===== src/rtl/control_unit_mc_pkg.sv =====
// Shared opcode map, FSM state encoding and ALU select encoding for the multi-cycle control unit.
// Latency: n/a (types, constants and pure decode functions only).
// Backpressure: n/a.
package control_unit_mc_pkg;

   // Opcode width of the instruction register; control_unit_mc OPCODE_W must match.
   localparam int OP_W = 5;

   localparam logic [OP_W-1:0] OP_ADD  = 5'd0;
   localparam logic [OP_W-1:0] OP_SUB  = 5'd1;
   localparam logic [OP_W-1:0] OP_MUL  = 5'd2;
   localparam logic [OP_W-1:0] OP_DIV  = 5'd3;
   localparam logic [OP_W-1:0] OP_AND  = 5'd4;
   localparam logic [OP_W-1:0] OP_OR   = 5'd5;
   localparam logic [OP_W-1:0] OP_XOR  = 5'd6;
   localparam logic [OP_W-1:0] OP_NOT  = 5'd7;
   localparam logic [OP_W-1:0] OP_JMP  = 5'd8;
   localparam logic [OP_W-1:0] OP_BEQ  = 5'd9;
   localparam logic [OP_W-1:0] OP_BNE  = 5'd10;
   localparam logic [OP_W-1:0] OP_LD   = 5'd11;
   localparam logic [OP_W-1:0] OP_ST   = 5'd12;
   localparam logic [OP_W-1:0] OP_CALL = 5'd13;
   localparam logic [OP_W-1:0] OP_RET  = 5'd14;

   // Debug-visible state encoding; the values appear on the STATE port.
   typedef enum logic [2:0] {
      CU_IDLE      = 3'd0,
      CU_FETCH     = 3'd1,
      CU_DECODE    = 3'd2,
      CU_EXECUTE   = 3'd3,
      CU_MEM       = 3'd4,
      CU_WRITEBACK = 3'd5,
      CU_FAULT     = 3'd6
   } cu_state_t;

   // ALU select; NOP is what the bus idles at.
   typedef enum logic [3:0] {
      ALU_NOP = 4'd0,
      ALU_ADD = 4'd1,
      ALU_SUB = 4'd2,
      ALU_MUL = 4'd3,
      ALU_DIV = 4'd4,
      ALU_AND = 4'd5,
      ALU_OR  = 4'd6,
      ALU_XOR = 4'd7,
      ALU_NOT = 4'd8
   } alu_op_t;

   // Opcodes are dense from ADD up to RET; everything above is reserved.
   function automatic logic is_legal_op(input logic [OP_W-1:0] op);
      return op <= OP_RET;
   endfunction

   // Register-to-register ALU instructions occupy the bottom of the map.
   function automatic logic is_alu_op(input logic [OP_W-1:0] op);
      return op <= OP_NOT;
   endfunction

   function automatic alu_op_t alu_decode(input logic [OP_W-1:0] op);
      case (op)
         OP_ADD:  return ALU_ADD;
         OP_SUB:  return ALU_SUB;
         OP_MUL:  return ALU_MUL;
         OP_DIV:  return ALU_DIV;
         OP_AND:  return ALU_AND;
         OP_OR:   return ALU_OR;
         OP_XOR:  return ALU_XOR;
         OP_NOT:  return ALU_NOT;
         default: return ALU_NOP;
      endcase
   endfunction

endpackage


===== src/rtl/call_depth_counter.sv =====
// Saturating up/down counter tracking CALL nesting depth, with full/empty flags.
// Latency: depth updates on the clock edge after an inc/dec strobe; flags are combinational from depth.
// Backpressure: none; inc at full and dec at empty are ignored (the FSM never issues them).
module call_depth_counter #(
   parameter int STACK_DEPTH = 8
) (
   input  logic                               clk,
   input  logic                               rst_n,
   input  logic                               inc,
   input  logic                               dec,
   output logic [$clog2(STACK_DEPTH+1)-1:0]   depth,
   output logic                               full,
   output logic                               empty
);

   localparam int             W     = $clog2(STACK_DEPTH + 1);
   localparam logic [W-1:0]   D_MAX = W'(STACK_DEPTH);

   // Depth register: count pushes up and pops down, never wrapping past either end.
   always_ff @(posedge clk or negedge rst_n) begin
      if (!rst_n)
         depth <= '0;
      else if (inc && !dec && depth != D_MAX)
         depth <= depth + W'(1);
      else if (dec && !inc && depth != '0)
         depth <= depth - W'(1);
   end

   assign full  = (depth == D_MAX);
   assign empty = (depth == '0);

endmodule


===== src/rtl/control_unit_mc.sv =====
// Multi-cycle control unit: sequences FETCH/DECODE/EXECUTE/MEM/WRITEBACK and drives the datapath strobes.
// Latency: 3 cycles (jump/branch), 4 (ALU, ST, CALL, RET), 5 (LD) with zero-wait memory.
// Backpressure: FETCH and MEM stall while mem_ready is low; en=0 freezes everything and gates all strobes.
module control_unit_mc
   import control_unit_mc_pkg::*;
#(
   parameter int OPCODE_W    = 5,
   parameter int FLAG_W      = 4,
   parameter int STACK_DEPTH = 8,
   parameter int ALU_OP_W    = 4
) (
   input  logic                clk,
   input  logic                rst_n,
   input  logic                en,
   input  logic [OPCODE_W-1:0] opcode,
   input  logic [FLAG_W-1:0]   flags,
   input  logic                mem_ready,
   output logic                pc_inc,
   output logic                pc_load,
   output logic                ir_load,
   output logic [ALU_OP_W-1:0] alu_op,
   output logic                reg_we,
   output logic                mem_re,
   output logic                mem_we,
   output logic                sp_push,
   output logic                sp_pop,
   output logic                fault,
   output logic [2:0]          state
);

   localparam int DEPTH_W = $clog2(STACK_DEPTH + 1);

   cu_state_t           state_q;
   cu_state_t           state_d;
   logic [OPCODE_W-1:0] op_q;
   logic [OP_W-1:0]     op_k;
   logic                op_legal;
   logic [DEPTH_W-1:0]  depth;
   logic                stack_full;
   logic                stack_empty;
   logic                unused_ok;

   // Decode always works in the package opcode width.
   assign op_k     = OP_W'(op_q);
   assign op_legal = is_legal_op(OP_W'(opcode));

   // Only the zero flag steers branches; depth is consumed via full/empty.
   assign unused_ok = ^{flags[FLAG_W-1:1], depth};

   call_depth_counter #(
      .STACK_DEPTH (STACK_DEPTH)
   ) u_depth (
      .clk   (clk),
      .rst_n (rst_n),
      .inc   (sp_push),
      .dec   (sp_pop),
      .depth (depth),
      .full  (stack_full),
      .empty (stack_empty)
   );

   // State register; reset aborts any access in flight.
   always_ff @(posedge clk or negedge rst_n) begin
      if (!rst_n)
         state_q <= CU_IDLE;
      else
         state_q <= state_d;
   end

   // Op register: captures the instruction register once, in DECODE.
   always_ff @(posedge clk or negedge rst_n) begin
      if (!rst_n)
         op_q <= '0;
      else if (en && state_q == CU_DECODE)
         op_q <= opcode;
   end

   // Next-state: en=0 holds; stack limits are checked before any MEM access is issued.
   always_comb begin
      state_d = state_q;
      if (en) begin
         case (state_q)
            CU_IDLE:      state_d = CU_FETCH;
            CU_FETCH:     if (mem_ready) state_d = CU_DECODE;
            CU_DECODE:    state_d = op_legal ? CU_EXECUTE : CU_FAULT;
            CU_EXECUTE: begin
               if (is_alu_op(op_k))
                  state_d = CU_WRITEBACK;
               else begin
                  case (op_k)
                     OP_LD, OP_ST: state_d = CU_MEM;
                     OP_CALL:      state_d = stack_full  ? CU_FAULT : CU_MEM;
                     OP_RET:       state_d = stack_empty ? CU_FAULT : CU_MEM;
                     default:      state_d = CU_FETCH;
                  endcase
               end
            end
            CU_MEM:       if (mem_ready) state_d = (op_k == OP_LD) ? CU_WRITEBACK : CU_FETCH;
            CU_WRITEBACK: state_d = CU_FETCH;
            CU_FAULT:     state_d = CU_FAULT;
            default:      state_d = CU_FAULT;
         endcase
      end
   end

   // Strobes: combinational from state, op and inputs; all forced low when en=0.
   always_comb begin
      pc_inc  = 1'b0;
      pc_load = 1'b0;
      ir_load = 1'b0;
      alu_op  = '0;
      reg_we  = 1'b0;
      mem_re  = 1'b0;
      mem_we  = 1'b0;
      sp_push = 1'b0;
      sp_pop  = 1'b0;
      if (en) begin
         case (state_q)
            CU_FETCH: begin
               mem_re = 1'b1;
               if (mem_ready) begin
                  ir_load = 1'b1;
                  pc_inc  = 1'b1;
               end
            end
            CU_EXECUTE: begin
               if (is_alu_op(op_k))
                  alu_op = ALU_OP_W'(alu_decode(op_k));
               else begin
                  case (op_k)
                     OP_JMP:  pc_load = 1'b1;
                     OP_BEQ:  pc_load = flags[0];
                     OP_BNE:  pc_load = !flags[0];
                     default: pc_load = 1'b0;
                  endcase
               end
            end
            CU_MEM: begin
               // LD/RET read, ST/CALL write: exactly one request line per cycle.
               if (op_k == OP_LD || op_k == OP_RET)
                  mem_re = 1'b1;
               else
                  mem_we = 1'b1;
               if (mem_ready) begin
                  if (op_k == OP_CALL) begin
                     sp_push = 1'b1;
                     pc_load = 1'b1;
                  end
                  if (op_k == OP_RET) begin
                     sp_pop  = 1'b1;
                     pc_load = 1'b1;
                  end
               end
            end
            CU_WRITEBACK: reg_we = 1'b1;
            default: ;
         endcase
      end
   end

   assign fault = (state_q == CU_FAULT);
   assign state = state_q;

endmodule


===== config.mk =====
export PLATFORM = sky130hd
export DESIGN_NAME = control_unit_mc
export DESIGN_NICKNAME = d
export VERILOG_FILES = /design/src/rtl/control_unit_mc_pkg.sv /design/src/rtl/call_depth_counter.sv /design/src/rtl/control_unit_mc.sv
export SDC_FILE = /design/constraint.sdc
export NUM_CORES = 1
export LEC_CHECK = 0
export ABC_CLOCK_PERIOD_IN_PS = 2520
export BUFFER_PORTS_ARGS = -buffer_cell sky130_fd_sc_hd__buf_2
export CAP_MARGIN = 40
export CORE_UTILIZATION = 48
export CTS_BUF_LIST = sky130_fd_sc_hd__clkbuf_8
export DETAILED_ROUTE_END_ITERATION = 8
export PLACE_DENSITY = 0.87
export REMOVE_ABC_BUFFERS = 1
export SLEW_MARGIN = 10
export SYNTH_ARGS = -nofsm -noshare
export SYNTH_HDL_FRONTEND = slang
export SYNTH_HIERARCHICAL = 1
export SYNTH_SLANG_ARGS = --single-unit

===== constraint.sdc =====
create_clock -name clk -period 2.52 [get_ports clk]
set_clock_uncertainty 0.05 [all_clocks]
set_input_delay 0.378 -clock clk [delete_from_list [all_inputs] [get_ports clk]]
set_output_delay 0.378 -clock clk [all_outputs]
set_load 0.005 [all_outputs]

==> impl_metrics.ini, run 1 <==
[yosys]
synth_edf_count = 0
yosysUniqueCellTypes = 46
ys_seq_elements = 12
synth.avg_cell_area_um2 = 9.435
yosys-top-cells-area = dfrtp_1 (29%), ha_1 (8.4%), nor2_1 (3.6%)
post-synth-top-count-cell = dfrtp_1
yosys.area.top_type_share_pct = 28.67
syn-cell-area_mm2 = 0.001047
yosys-top-cells-count = dfrtp_1 (12), nor2_1 (10), ha_1 (7), nand2_1 (7), inv_1 (6)
async_reset_ff_share_pct = 100.0
synth_largest_area_cell = dfrtp_1
ys_seq_area_share_pct = 28.67
synth_ff_type = dfrtp_1
synth_warnings = 6
synthCells = 111

[sta]
tns_ns = -0.1179
timing.final.ws_setup_ns = -0.05997
setup_viol = 2
final.min_clock_period_ns = 2.580
slew_headroom_pct = 70.59
hold_viol_final = 0
post-route-period-util_pct = 102.4
fmax_mhz = 387.6
tightest_slew_ns = 0.4350
slew_viol_final = 0
rsz0062_at_grt = yes

[setup_path]
cp.required_ns = 2.60
cp_max_fo = 3
crit_path_start_kind = flip-flop
reg2reg_from = op_k[4]$_DFFE_PN0P_
worst_r2r_endpoint = u_depth/depth[2]$_DFFE_PN0P_
crit_arrival_ns = 2.66
setup.worst_path.class = reg -> reg
rr_worst_depth = 8
end_kind = flip-flop
r2r_setup_slack_ns = -0.06

[clocking]
cts_root_buffer = clkbuf_8
cts_max_level = 1
cts_tree = yes
clk_latency_ns = 0.25
numClockSinks = 12
clk_pin_slew_ns = 0.05
clockBufferDepth = 2
cts_inserted_buffers = 3

[power]
p_leak_nw = 0.7236
finalPower_mw = 1.276
powerDensity_mw_per_mm2 = 869.9
ir_worst_vdd_mv = 0.5311

[route]
vias = 1095
antenna_left = 0
drtIter0Drc = 32
routed_via_density = 5.919
drt-pass1-iter-count = 4
drcViolationCount = 0
route.detailed.wl_per_inst_um = 16.69
wl_um = 3087

[final_layout]
fin_nets = 181
regArea_um2 = 300.3
finish.utilization_pct = 73.25
fillerInstances = 146
num_antenna_cells = 0
multi_input_area_um2 = 772.0
drive_above_1_share_pct = 42.41
area.growth.synth_to_final_pct = 40.02

[global_routing]
grt_pass1_wl_um = 4988
grt_max_degree = 13
grt_pass1_vias = 1105
grt_usage_pct = 27.36
antenna_found_initial = 0
overflow = 0

[placement]
place_congestion = 0.8950
dpl.hpwl_um = 2061
port_buffers = 25

[die]
core_mm2 = 0.002002
start_util_pct = 52.31
dieWidth_um = 48.71
num_rows = 16
die-height_um = 48.71
ios = 29
die-area_mm2 = 0.002373

[min_path]
holdCritPathClass = in -> reg
min_from = opcode[4]
hold_end = op_k[4]$_DFFE_PN0P_
hold_path_depth = 2

[status]
status = finished with violations
failed_checks = setup timing

[flow_run]
max_cap_viol_count = 0
sequential cells by signal (all words and copies together), names as in the netlist:
register	flops
u_depth/depth	4
state	3
op_k	5
kinds of logic after synthesis:
logic type	count (synthesis)	synth area share [%]
and+or+nand+nor	49	31.42
AOI/OAI and AO/OA	24	15.89
DFF	12	28.67
buffers and inverters	9	4.061
adders and majority gates	8	10.27
muxes	7	8.005
xor gates and xnor gates	2	1.673
final cells by class:
class | instances | area share [%]
multi-input cells | 90 | 52.64
flip-flops and latches | 12 | 20.48
repair buffers | 47 | 20.22
clock buffers | 3 | 2.816
well taps | 27 | 2.304
inverters | 6 | 1.536
worst max-delay path by stage:
stage                                              end            startpoint
final                     u_depth/depth[2]$_DFFE_PN0P_   op_k[4]$_DFFE_PN0P_
after global routing      u_depth/depth[3]$_DFFE_PN0P_   op_k[4]$_DFFE_PN0P_
after CTS                 u_depth/depth[3]$_DFFE_PN0P_  state[1]$_DFFE_PN0P_
after detailed placement  u_depth/depth[3]$_DFFE_PN0P_   op_k[4]$_DFFE_PN0P_
after global placement    u_depth/depth[3]$_DFFE_PN0P_             mem_ready
after floorplan           u_depth/depth[3]$_DFFE_PN0P_  state[0]$_DFFE_PN0P_
worst max-delay path: stages (launching register included):
cell and delay [ns]:
dfrtp_1 0.38, nand3b_1 0.20, nor3_2 0.26, and2_4 0.19
or3b_4 0.41, buf_6 0.15, fa_1 0.38, xor2_1 0.18
mux2_4 0.27
metal layers:
metal	vias up	global-route usage (%)	wire length, um	part of all wire [%]
li1	504	-	-	-
met1	539	31.62	1297	42
met2	47	49.31	1589	51
met3	5	4.088	160	5.2
met4	0	12.25	39	1.3
met5	-	0	0	0
through the flow:
stage	setup slack (ns)	hold slack (ns)	std cells	cell area [um2]
3_3_place_gp	-0.06666	0.2115	177	1314
3_5_place_dp	-0.1849	0.2136	177	1314
2_1_floorplan	-0.3318	0.03241	108	1027
4_1_cts	-0.06803	0.3159	184	1414
6_report	-0.05997	0.3157	185	1466
5_1_grt	-0.1328	0.3201	185	1466
cells in the final DEF (no fill, tap or decap), drive strengths merged, types with 2 or more instances in the layout:
cell type   n
buf        46
dfrtp      12
nor2       10
nand2       7
ha          7
o21ai       7
inv         6
nor3        6
mux2        5
nand3b      4
nand2b      4
a21oi       4
clkbuf      3
nor4        3
nor3b       2
mux2i       2
nor2b       2
xor2        2
nand4b      2
or3         2
and2        2
nor4b       2
a211oi      2
what timing repair did:
action,CTS,global route
resized for setup,5,6
endpoints found under the setup margin,3,3
endpoints found under the hold margin,12,0
hold buffers,1,0
pin swaps,3,6
setup buffers,3,1
power by group:
group / internal (mW) / switching (mW) / leakage (nW)
Clock: 0.105 / 0.0689 / 0.0216
Sequential: 0.263 / 0.0586 / 0.152
Combinational: 0.359 / 0.420 / 0.550
Note: power is estimated with default switching activity, not from simulation.
==> inputs of run 2 (changes only) <==
==> constraint.sdc (replaced) <==
create_clock -name clk -period 2.52 [get_ports clk]
set_clock_uncertainty 0.05 [all_clocks]
set_input_delay 0.504 -clock clk [delete_from_list [all_inputs] [get_ports clk]]
set_output_delay 0.504 -clock clk [all_outputs]
set_load 0.005 [all_outputs]
==> impl_metrics.ini, run 2 (synthesis results as in run 1) <==
[setup_path]
crit_path_start_kind = flip-flop
cp-startpoint = op_k[4]$_DFFE_PN0P_
max_stage_delay_ns = 0.42
cp.required_ns = 2.58
worst_r2r_endpoint = u_depth/depth[2]$_DFFE_PN0P_
cp-endpoint = u_depth/depth[2]$_DFFE_PN0P_
rr_worst_depth = 8
crit_arrival_ns = 2.64
path_cells = nand3b_1 -> nor3_2 -> and2_4 -> or3b_4 -> buf_4 -> fa_1 -> xor2_1 -> mux2_4
r2r_setup_slack_ns = -0.05
end_kind = flip-flop
reg2reg_from = op_k[4]$_DFFE_PN0P_
critPathSlowestCell = or3b_4
setup.worst_path.class = reg -> reg
cp_max_fo = 3

[die]
num_rows = 16
dieWidth_um = 48.71
die-height_um = 48.71
start_util_pct = 52.31
core_mm2 = 0.002002
die-area_mm2 = 0.002373
ios = 29

[sta]
rsz0062_at_grt = yes
tightest_slew_ns = 0.4637
fmax_mhz = 388.5
post-route-period-util_pct = 102.1
setup_viol = 2
slew_headroom_pct = 68.65
slew_viol_final = 0
hold_viol_final = 0
whs_ns = 0.08408
final.min_clock_period_ns = 2.574
timing.final.ws_setup_ns = -0.05408

[power]
p_sw_share_pct = 42.30
p_leak_nw = 0.7118
intPower_mw = 0.7115
finalPower_mw = 1.233
switchingPower_mw = 0.5216
combPwrFrac_pct = 60.9
powerDensity_mw_per_mm2 = 853.3
p_seq_share_pct = 25.7
ir_worst_vdd_mv = 0.6860
p_clk_share_pct = 13.4

[route]
route.detailed.wl_per_inst_um = 15.84
drt-pass1-iter-count = 4
drtIter0Drc = 37
routed_via_density = 5.859
antenna_left = 0
drcViolationCount = 0
vias = 1078
wl_um = 2914

[clocking]
cts_tree = yes
cts_hold_repair.buffers = 0
clk_pin_slew_ns = 0.05
clockBufferDepth = 2
cts_inserted_buffers = 3
clk_latency_ns = 0.24
numClockSinks = 12
cts_max_level = 1
cts_root_buffer = clkbuf_8

[global_routing]
antenna_found_initial = 0
grt_max_degree = 13
overflow = 0
grt_pass1_vias = 1053
grt_pass1_wl_um = 4657
grt_usage_pct = 25.82

[placement]
dpl.hpwl_um = 2115
port_buffers = 25
pre_cts_ws_ns = -0.3735
place_congestion = 0.8962
dpl_cell_area_mm2 = 0.001314

[final_layout]
largest_reg_flops = 5
fin_area_mm2 = 0.001445
area.growth.synth_to_final_pct = 37.99
fin_nets = 180
num_antenna_cells = 0
fillerInstances = 156
finish.utilization_pct = 72.19
multi_input_area_um2 = 764.5
final_common_cell = buf_2
drive_above_1_share_pct = 42.04
mostFrequentLayoutCells = buf_2 (25), buf_4 (21), dfrtp_1 (12), nor2_1 (10), nand2_1 (7)
regArea_um2 = 300.3

[status]
failed_checks = setup timing
status = finished with violations

[flow_run]
max_cap_viol_count = 0

[min_path]
holdCritPathClass = in -> async
==> run 2: worst min-delay path by stage <==
stage               start                           end  slack (ns)  cells after the start
floorplan           rst_n           op_k[0]$_DFFE_PN0P_        0.16                      0
global placement    rst_n  u_depth/depth[2]$_DFFE_PN0P_        0.34                      1
detailed placement  rst_n  u_depth/depth[2]$_DFFE_PN0P_        0.34                      1
CTS                 rst_n           op_k[0]$_DFFE_PN0P_        0.09                      1
global route        rst_n           op_k[0]$_DFFE_PN0P_         0.1                      1
finish              rst_n           op_k[0]$_DFFE_PN0P_        0.08                      1
==> run 2: through the flow <==
step	instances	setup TNS [ns]
detailed placement	177	-0.7161
floorplan	108	-0.4138
CTS	183	0
finish	184	-0.08439
global route	184	-0.2674
global placement	177	-0.3147
==> run 2: area by class of cell <==
type                    count  share of cell area (%)
flip-flops and latches     12                   20.78
repair buffers             46                   19.57
well taps                  27                   2.338
multi-input cells          90                   52.90
inverters                   6                   1.558
clock buffers               3                   2.857
==> run 2: metal layers <==
layer / GRT usage [%] / part of all wire [%] / routed length (um)
met3: 4.088 / 6.3 / 183
met4: 14.71 / 2.5 / 72
met1: 28.99 / 39 / 1151
met5: 0 / 0 / 0
met2: 45.83 / 52 / 1506
==> run 2: timing repair <==
item / 4_1_cts / 5_1_grt
hold endpoints to repair: 0 / 0
buffers inserted: 3 / 1
pin swaps: 4 / 4
setup endpoints to repair: 2 / 2
resized for setup: 6 / 3
==> run 2: critical path, delay by kind of cell (launching register included) <==
kind                     cells  cell delay (ns)
XOR/XNOR                     1             0.17
buffers and inverters        1             0.17
flip-flops                   1             0.37
multiplexers                 1             0.27
AND/OR/NAND/NOR              4             1.05
adder cells (fa/ha/maj)      1             0.37
==> run 2: power by group through the flow <==
stage | Clock, mW | Sequential, mW | Combinational, mW
detailed placement | 0 | 0.315 | 0.709
floorplan | 0 | 0.378 | 0.351
CTS | 0.170 | 0.315 | 0.730
global route | 0.182 | 0.325 | 0.814
finish | 0.166 | 0.317 | 0.751
global placement | 0 | 0.309 | 0.665
==> inputs of run 3 (changes only) <==
CAP_MARGIN = 20   (was 40)
CORE_UTILIZATION = 45   (was 48)
PLACE_DENSITY = 0.83   (was 0.87)
==> impl_metrics.ini, run 3 (synthesis results as in run 1) <==
[route]
drtIter0Drc = 40
drt-pass1-iter-count = 4
drcViolationCount = 0
wl_um = 2703
route.detailed.wl_per_inst_um = 14.69
routed_via_density = 5.793
antenna_left = 0
vias = 1066

[clocking]
numClockSinks = 12
clockBufferDepth = 2
cts_tree = yes
cts_hold_repair.buffers = 0
cts_max_level = 1
cts_inserted_buffers = 3
clk_latency_ns = 0.24
clk_pin_slew_ns = 0.05
cts_root_buffer = clkbuf_8

[final_layout]
fin_area_mm2 = 0.001438
area.growth.synth_to_final_pct = 37.28
fillerInstances = 168
drive_above_1_share_pct = 41.03
num_antenna_cells = 0
mostFrequentLayoutCells = buf_2 (25), buf_4 (19), dfrtp_1 (12), nor2_1 (10), nand2_1 (7)
final_common_cell = buf_2
largest_reg_flops = 5
fin_cells = 184
fin_nets = 179
finish.utilization_pct = 64.99

[min_path]
holdCritPathClass = in -> async

[power]
p_leak_nw = 0.7052
finalPower_mw = 1.230
powerDensity_mw_per_mm2 = 855.7
ir_worst_vdd_mv = 0.6039

[setup_path]
cp-startpoint = op_k[4]$_DFFE_PN0P_
crit_arrival_ns = 2.62
reg2reg_from = op_k[4]$_DFFE_PN0P_
cp.required_ns = 2.58
setup.worst_path.class = reg -> reg
crit_path_start_kind = flip-flop
end_kind = flip-flop
cp_max_fo = 3

[sta]
slew_viol_final = 0
tightest_slew_ns = 0.3550
slew_headroom_pct = 76.00
timing.final.ws_setup_ns = -0.03487
rsz0062_at_grt = yes
setup_viol = 2
final.min_clock_period_ns = 2.555
hold_viol_final = 0
post-route-period-util_pct = 101.4
fmax_mhz = 391.4

[global_routing]
grt_pass1_vias = 942
grt_pass1_wl_um = 4222
grt_usage_pct = 22.31
overflow = 0
antenna_found_initial = 0
grt_max_degree = 13

[die]
dieWidth_um = 50.24
die-height_um = 50.24
core_mm2 = 0.002212
die-area_mm2 = 0.002524
start_util_pct = 47.34
num_rows = 17
ios = 29

[status]
status = finished with violations
failed_checks = setup timing

[placement]
dpl.hpwl_um = 1970
port_buffers = 25
place_inst = 177
dpl_cell_area_mm2 = 0.001308
place_congestion = 0.8190

[flow_run]
max_cap_viol_count = 0
run 3: report_power, final:
| group | switching [mW] | internal [mW] |
|---|---|---|
| clock network | 0.0684 | 0.105 |
| logic | 0.396 | 0.345 |
| registers | 0.0522 | 0.263 |
| total | 0.517 | 0.713 |
run 3: cell type report:
class | count | area [um2] | area share (%)
repair buffers | 45 | 279.0 | 19.41
clock buffers | 3 | 41.29 | 2.872
flip-flops and latches | 12 | 300.3 | 20.89
multi-input cells | 90 | 759.5 | 52.83
inverters | 6 | 22.52 | 1.567
well taps | 28 | 35.03 | 2.437
run 3: metrics by stage:
step	hold slack (ns)	setup WS, ns	TNS (ns)
detailed placement	0.3506	-0.3012	-0.5622
global route	0.09964	-0.1224	-0.2134
CTS	0.09331	-0.04303	-0.04303
floorplan	0.1584	-0.3318	-0.4138
global placement	0.3481	-0.2587	-0.4636
finish	0.08506	-0.03487	-0.03977
run 3: worst paths after layout:
kind / end / slack, ns / depth (start not counted)
max: u_depth/depth[3]$_DFFE_PN0P_ / -0.03 / 9
min: op_k[2]$_DFFE_PN0P_ / 0.09 / 1
max reg2reg: u_depth/depth[3]$_DFFE_PN0P_ / -0.03 / 9
min reg2reg: u_depth/depth[0]$_DFFE_PN0P_ / 0.55 / 1
max in group asynchronous: u_depth/depth[3]$_DFFE_PN0P_ / 2.11 / 1
min in group clk: op_k[4]$_DFFE_PN0P_ / 0.45 / 2
run 3: what timing repair did:
item                       in CTS  in global routing
pin swaps                       2                  5
gates resized for setup         5                  4
setup buffers                   0                  4
setup endpoints to repair       2                  2
run 3: layer usage:
layer  wire length, um  vias to the layer above  GRT usage (%)
met3               156                        6          3.939
met2              1373                       47          36.22
met1              1136                      516          28.38
li1                  -                      497              -
met5                 0                        -              0
met4                36                        0          10.48
run 3: critical path, cell delays in order (launching register included):
cell	delay, ns
dfrtp_1	0.37
nand3b_1	0.20
nor3_2	0.27
and2_4	0.20
or3b_4	0.40
ha_4	0.23
a21o_1	0.20
a2111oi_4	0.29
o21a_1	0.18
a211oi_1	0.04
